### config.mk
export PLATFORM = sky130hd
export DESIGN_NAME = div_seq
export DESIGN_NICKNAME = d
export VERILOG_FILES = /design/src/rtl/div_pkg.sv /design/src/rtl/div_step.sv /design/src/rtl/div_seq.sv
export SDC_FILE = /design/constraint.sdc
export NUM_CORES = 1
export LEC_CHECK = 0
export CORE_ASPECT_RATIO = 0.6
export CORE_MARGIN = 2
export CORE_UTILIZATION = 50
export CTS_BUF_LIST = sky130_fd_sc_hd__clkbuf_2 sky130_fd_sc_hd__clkbuf_4 sky130_fd_sc_hd__clkbuf_8
export CTS_CLUSTER_DIAMETER = 50
export DETAILED_ROUTE_END_ITERATION = 8
export MAX_ROUTING_LAYER = met4
export PLACE_DENSITY_LB_ADDON = 0.05
export SLEW_MARGIN = 20
export SYNTH_ARGS = -nofsm -noshare
export SYNTH_HDL_FRONTEND = slang
export SYNTH_SLANG_ARGS = --single-unit
### constraint.sdc
create_clock -name clk -period 2.7 [get_ports clk]
set_clock_uncertainty 0.2 [all_clocks]
set_input_delay 0.54 -clock clk [delete_from_list [all_inputs] [get_ports clk]]
set_output_delay 0.54 -clock clk [all_outputs]
set_load 0.005 [all_outputs]
### src/rtl/div_pkg.sv
// Shared definitions for the sequential restoring divider.
package div_pkg;

    localparam int DIV_WIDTH = 32;
    localparam int CNT_W     = $clog2(DIV_WIDTH);

    typedef enum logic [1:0] {
        S_IDLE = 2'd0,
        S_RUN  = 2'd1,
        S_FIN  = 2'd2
    } state_t;

endpackage

### src/rtl/div_step.sv
// One restoring-division step: shift in a dividend bit, trial-subtract the divisor.
module div_step #(
    parameter int WIDTH = 32
) (
    input  logic [WIDTH-1:0] rem,
    input  logic             msb,
    input  logic [WIDTH-1:0] divisor,
    output logic [WIDTH-1:0] rem_next,
    output logic             qbit
);

    logic [WIDTH:0] trial;

    // Trial keeps the full shifted remainder so the compare never wraps.
    assign trial    = {rem, msb};
    assign qbit     = (trial >= {1'b0, divisor});
    assign rem_next = qbit ? (trial[WIDTH-1:0] - divisor) : trial[WIDTH-1:0];

endmodule

### src/rtl/div_seq.sv
// Iterative unsigned divider, one quotient bit per clock, beside the multiplier.
//   state  | meaning
//   S_IDLE | waiting for start; results from the last division held
//   S_RUN  | WIDTH restoring steps, counter counts down to 0
//   S_FIN  | one-cycle done pulse, results valid
module div_seq
    import div_pkg::*;
#(
    parameter int WIDTH = DIV_WIDTH
) (
    input  logic             clk,
    input  logic             rst_n,
    input  logic             start,
    input  logic [WIDTH-1:0] dividend,
    input  logic [WIDTH-1:0] divisor,
    output logic             busy,
    output logic             done,
    output logic [WIDTH-1:0] quotient,
    output logic [WIDTH-1:0] remainder,
    output logic             div_by_zero
);

    localparam int CW = $clog2(WIDTH);

    state_t           state;
    state_t           state_nxt;
    logic [CW-1:0]    cnt;
    logic [WIDTH-1:0] rem;
    logic [WIDTH-1:0] shift;
    logic [WIDTH-1:0] dvsr;
    logic [WIDTH-1:0] rem_next;
    logic             qbit;
    logic             accept;
    logic             last_step;

    div_step #(.WIDTH(WIDTH)) u_step (
        .rem      (rem),
        .msb      (shift[WIDTH-1]),
        .divisor  (dvsr),
        .rem_next (rem_next),
        .qbit     (qbit)
    );

    assign accept    = (state == S_IDLE) && start;
    assign last_step = (state == S_RUN) && (cnt == '0);

    always_ff @(posedge clk or negedge rst_n) begin
        if (!rst_n) state <= S_IDLE;
        else        state <= state_nxt;
    end

    always_comb begin
        state_nxt = state;
        busy      = 1'b0;
        done      = 1'b0;
        case (state)
            S_IDLE: begin
                if (start) state_nxt = (divisor == '0) ? S_FIN : S_RUN;
            end
            S_RUN: begin
                busy = 1'b1;
                if (cnt == '0) state_nxt = S_FIN;
            end
            S_FIN: begin
                done      = 1'b1;
                state_nxt = S_IDLE;
            end
            default: state_nxt = S_IDLE;
        endcase
    end

    // Results are loaded on the edge entering S_FIN so they are valid with done.
    always_ff @(posedge clk or negedge rst_n) begin
        if (!rst_n) begin
            cnt         <= '0;
            rem         <= '0;
            shift       <= '0;
            dvsr        <= '0;
            quotient    <= '0;
            remainder   <= '0;
            div_by_zero <= 1'b0;
        end else if (accept) begin
            cnt   <= CW'(WIDTH - 1);
            rem   <= '0;
            shift <= dividend;
            dvsr  <= divisor;
            if (divisor == '0) begin
                quotient    <= '1;
                remainder   <= dividend;
                div_by_zero <= 1'b1;
            end else begin
                quotient    <= '0;
                remainder   <= '0;
                div_by_zero <= 1'b0;
            end
        end else if (state == S_RUN) begin
            rem   <= rem_next;
            shift <= {shift[WIDTH-2:0], qbit};
            cnt   <= cnt - CW'(1);
            if (last_step) begin
                quotient  <= {shift[WIDTH-2:0], qbit};
                remainder <= rem_next;
            end
        end
    end

endmodule

* Word level (Yosys, flattened, before mapping) *
Index checks and enable logic that the tools add are counted.

storage, ports and cells
  register bits after elaboration = 168
  input port bits = 67
  output and inout port bits = 67

operators by class
  add/subtract/negate cells = 2
  $lt $le $gt $ge = 1
  eq/ne operators = 4
  mux-type cells = 22
  reduce and logical (&&, ||, !) cells = 9

operators with widths
  operator                                          count
  two-way mux 32 bit                                13
  greater-or-equal comparator 33 x 32 -> 1 bit      1
  logical NOT 32 bit                                1
  subtractor 32 bit                                 1
  two-way mux 5 bit                                 2
  two-way mux 2 bit                                 3
  logical NOT 5 bit                                 1
  subtractor 5 x 1 -> 5 bit, second input constant  1
  inequality test 2 bit, second input constant      2
  case mux 2 bit (2 select lines)                   1
  AND reduction 2 bit                               2
  nonzero test 2 bit                                2
  two-way mux 1 bit                                 3
  == test 2 x 1 -> 1 bit, second input constant     1
  == test 2 bit, second input constant              1
  logical AND 1 bit                                 2
  logical NOT 2 bit                                 1

* Depth between registers and ports, before layout *
Gate-level depths: netlist of run 1.

  word-level depth = 5
  gate-level depth with buffers = 13

* Modules after synthesis *
From an unflattened synthesis of run 1, not the netlist that was laid out.

unflattened totals
  cells, all modules = 1036
  area, all modules = 9541.7 µm²

modules (own cells, without submodules)
  module    instances  cells each  area an instance (µm²)  seq. area each (µm²)
  div_seq   1          713         7210.7                  4204.0
  div_step  1          323         2331.0                  0.0

* Worst setup path after synthesis of run 1 *
OpenSTA, ideal clock, no wires.

  path kind = reg2reg
  from = register shift[31]
  to = register remainder[30]
  library setup time = 0.133 ns
  data arrival time = 2.613 ns
  required time = 2.367 ns
  setup slack = -0.247 ns
  cell stages (with the launch flop) = 13
  buffers on the path = 0
  period minus slack after synthesis = 2.947 ns
  cells stage by stage = dfrtp_1 inv_1 ha_1 inv_1 fa_1 a21o_1 a221oi_2 o221a_2 o211ai_1 a2111o_1 o211ai_1 mux2_4 o211ai_2

between the ends
  word-level cells in the longest chain between the ends = 5

ends and longest elaborated chain
  item                                                                               line                            source
  start: declaration                                                                 div_seq.sv:29                   logic [WIDTH-1:0] shift;
  start signal: assignment                                                           div_seq.sv:85                   shift <= dividend;
  start signal: assignment                                                           div_seq.sv:98                   shift <= {shift[WIDTH-2:0], qbit};
  subtractor 32 bit or greater-or-equal comparator 33 x 32 -> 1 bit (tied branches)  div_step.sv:17, div_step.sv:16
  two-way mux 32 bit (*)                                                             div_step.sv:17                  assign rem_next = qbit ? (trial[WIDTH-1:0] - divisor) : trial[WIDTH-1:0];
  two-way mux 32 bit (*)                                                             div_seq.sv:100                  if (last_step) begin
  two-way mux 32 bit (*)                                                             div_seq.sv:96                   end else if (state == S_RUN) begin
  two-way mux 32 bit (*)                                                             div_seq.sv:82                   end else if (accept) begin
  end signal: assignment                                                             div_seq.sv:89                   remainder <= dividend;
  end signal: assignment                                                             div_seq.sv:102                  remainder <= rem_next;
  end: declaration                                                                   div_seq.sv:19                   output logic [WIDTH-1:0] remainder,

Mark *: on every way between the ends. The rest lies on a longest branch, timed or not. The select of a mux whose other input is x is not followed.
A chain may end at the register's enable or synchronous reset.

* Worst setup path after layout of run 1 *
Ends and elaborated chain as after synthesis.

==> results of run 1 <==
sequential cells by signal, indices dropped and copies added, names as in the netlist:
name	cells
dvsr	32
quotient	32
rem	32
remainder	32
shift	32
cnt	5
state	2
div_by_zero	1
metal layers:
metal | vias to the layer above | wire length, um
li1 | 4259 | -
met1 | 4553 | 14100
met2 | 413 | 13900
met3 | 63 | 2170
met4 | 0 | 720
met5 | - | 0
power by group through the flow:
stage	Sequential [mW]	Combinational, mW	Clock (mW)
floorplan	3.78	3.31	0
global placement	3.85	5.98	0
detailed placement	3.86	6.10	0
CTS	3.84	6.97	2.03
global route	3.97	8.31	2.14
finish	3.88	7.68	2.03
worst max-delay path: stages (launching register included):
cell      delay [ns]
dfrtp_1         0.40
inv_2           0.08
ha_4            0.14
inv_2           0.04
fa_2            0.35
a21o_1          0.21
a221oi_2        0.31
o221a_4         0.27
o211ai_1        0.18
a2111o_1        0.42
o211ai_1        0.12
mux2_4          0.22
o211ai_2        0.07
per-stage QoR:
stage	power [mW]	utilization (%)	std cells	setup TNS [ns]
final	13.6	77.0	1591	-14.20
after global routing	14.4	77.0	1591	-18.02
after CTS	12.9	74.9	1579	-10.64
after detailed placement	9.96	67.0	1516	-27.78
after global placement	9.83	66.9	1516	-34.48
after floorplan	7.09	-	1018	-0.652
timing repair:
| action | in CTS | in global routing |
|---|---|---|
| endpoints found under the setup margin | 65 | 66 |
| resized for setup | 151 | 61 |
| hold buffers | 1 | 0 |
| hold endpoints to repair | 44 | 0 |
| pin swaps | 29 | 25 |
| cloned | 3 | 0 |
| setup buffers | 30 | 15 |
placed cells by master (no fill, tap or decap), types with 5 or more instances in the layout:
master           netlist  layout
dfrtp_1              168     166
o21ai_0               93      57
a211oi_2               1       6
nand4_1                6       6
o21ai_1                4      26
buf_6                  2      20
ha_1                  34      17
clkbuf_8               0      19
nand3_1               33      32
o221ai_1              20      20
ha_4                   0      17
a21o_1                41      40
nor3_1                10      10
xnor2_1               17      14
nand2_1              208     205
a21oi_4                0       5
o21ai_2                1      14
inv_1                 43      32
mux2i_1               39      15
and3_1                 7       7
clkdlybuf4s50_1        0     132
a21oi_2                0       9
xor2_1                 8       6
buf_12                 0      10
nor4_1                15      10
o211ai_1               7       7
buf_4                  1     201
a31oi_1               37      35
a21oi_1               56      42
mux2i_4                0      23
nor2_1                30      29
inv_2                  0      11
nand2b_1               6       5
area by class of cell:
class | instances | area (um^2)
Multi-Input combinational cell | 742 | 5450
Sequential cell | 168 | 4210
Fill cell | 1223 | 4150
Timing Repair Buffer | 366 | 3320
Tap cell | 240 | 300
Clock buffer | 20 | 269
Clock inverter | 12 | 164
Inverter | 43 | 161
cells by family after synthesis:
family | Yosys count | synth area share [%]
xor+xnor | 25 | 2.39
fa+ha+maj | 35 | 4.87
flops | 168 | 45.9
mux | 42 | 4.68
compound gates | 303 | 21.1
buf+inv | 108 | 4.83
simple gates | 337 | 16.2
worst paths after layout:
check	startpoint	slack, ns	to
worst max register to register	shift[31]	-0.43	remainder[30]
worst max-delay path	shift[31]	-0.43	remainder[30]
worst min register to register	div_by_zero	0.30	div_by_zero
worst min-delay path	div_by_zero	0.30	div_by_zero
max in group asynchronous	rst_n	1.21	remainder[13]
min in group asynchronous	rst_n	0.37	rem[18]
==> metrics.txt, run 1 <==
critical path class=reg2reg; violated checks=setup timing; vias in the first global route=8979; Skew-Pair Late Insertion Delay=0.50 ns; nets=between 1000 and 1500; synthesized cell area=9150 um^2; post-synth top area share=between 40% and 50%; Max-slew headroom=50.4%; htree depth=4; Cell Pwr Density=980 nW/um^2; Slew @ Worst Pin=0.743 ns; crit path max fanout=3; net count after synthesis=1120; Startpoint Class=flip-flop; most numerous cell in the Yosys netlist=nand2_1; asr flop ratio synth=between 90% and 100%; Cell variety after synth=66; flops & latches, synth=about 170; routed via count=9288; Placement Rows=38; Period minus WS final=about 3.1 ns; CTS tree=built; outcome=finished, violations left; Warnings, synthesis=0; clock edge transition at the registers on the reported setup and hold paths=around 0.1 ns; crit end category=flip-flop; Final Hold Violating Endpoints=0; Area after DPL=approximately 12000 um^2; Main synth FF type=dfrtp_1; fin area=13900 um^2; DPL Wire Length=20400 um; met3 Track Usage GR=under 10%; Die W=between 150 and 200 um; IO Port Bufs=between 100 and 150; Setup Viol. Count Final=64; first-pass GRT wire length=roughly 48000 um; met2 Track Usage GR=between 40% and 50%; Iter 0 DRT Violations=just under 1000; Vert. Die Dim=between 100 and 150 um; WL/cell=19.5 um; leading cell types by count after synthesis=nand2_1, dfrtp_1, o21ai_0; area grow syn2layout=51.6%; Post-synth EDFFs=0; syn_area_per_cell=8.99 um^2; initial antenna violation count=0; largest net degree at the start of global routing=96; Critical Path RT=~2.9 ns; P_sw=between 5 and 6 mW; Sw Ratio=40.6%; Worst R2R Path Depth=12; gr busiest metal=met2; Placeable Area=between 15000 and 20000 um^2; Pre-antenna DRT Iters=5; fmax=between 300 and 400 MHz; final setup margin=-0.431 ns; crit path DAT=roughly 3.3 ns; Int Power=8.07 mW; sequential fraction of the synthesis area=between 40% and 50%; VDD IR max=approximately 670 uV; period utilization=116%; layout cells sized above 1=approximately 30%; hold path depth=2; die area=19400 um^2; Slew Viols, Final=0; Area contributors post-synth=dfrtp_1, nand2_1, o21ai_0, ha_1, mux2i_1; Global Route Usage Sum=between 30% and 40%; n_diodes=0; post-route ant nets=0; root buffer cell=clkbuf_8; CTS Sinks=between 150 and 200; DRT Wirelength=30900 um; Syn Inst Count=just over 1000; Remaining DRCs=0; Max clock buf depth=2; Comb power frac=between 50% and 60%; Ports=roughly 130; clock power share=roughly 15%; routed vias/inst=just under 6; met1 Use GR=between 40% and 50%; Initial Utilization=between 50% and 60%; RSZ-0062 raised after global routing=yes; HP Class=reg2reg; RePlAce Congestion=~0.94; Synth area leader=dfrtp_1; leakage=between 6 and 7 nW; pre-CTS setup slack=-0.484 ns; grt total ovfl=0; CTS buffer count=17; Final Hold Slack=around 0.30 ns; max-cap viol count=0; sequential power share=28.5%
Power figures use the tool's default switching activity.
==> run 2, diff against run 1 <==
CTS_CLUSTER_DIAMETER = 120   (was 50)
==> results of run 2 <==
Same layout as run 1: the final DEF is identical, and so are final timing and power.
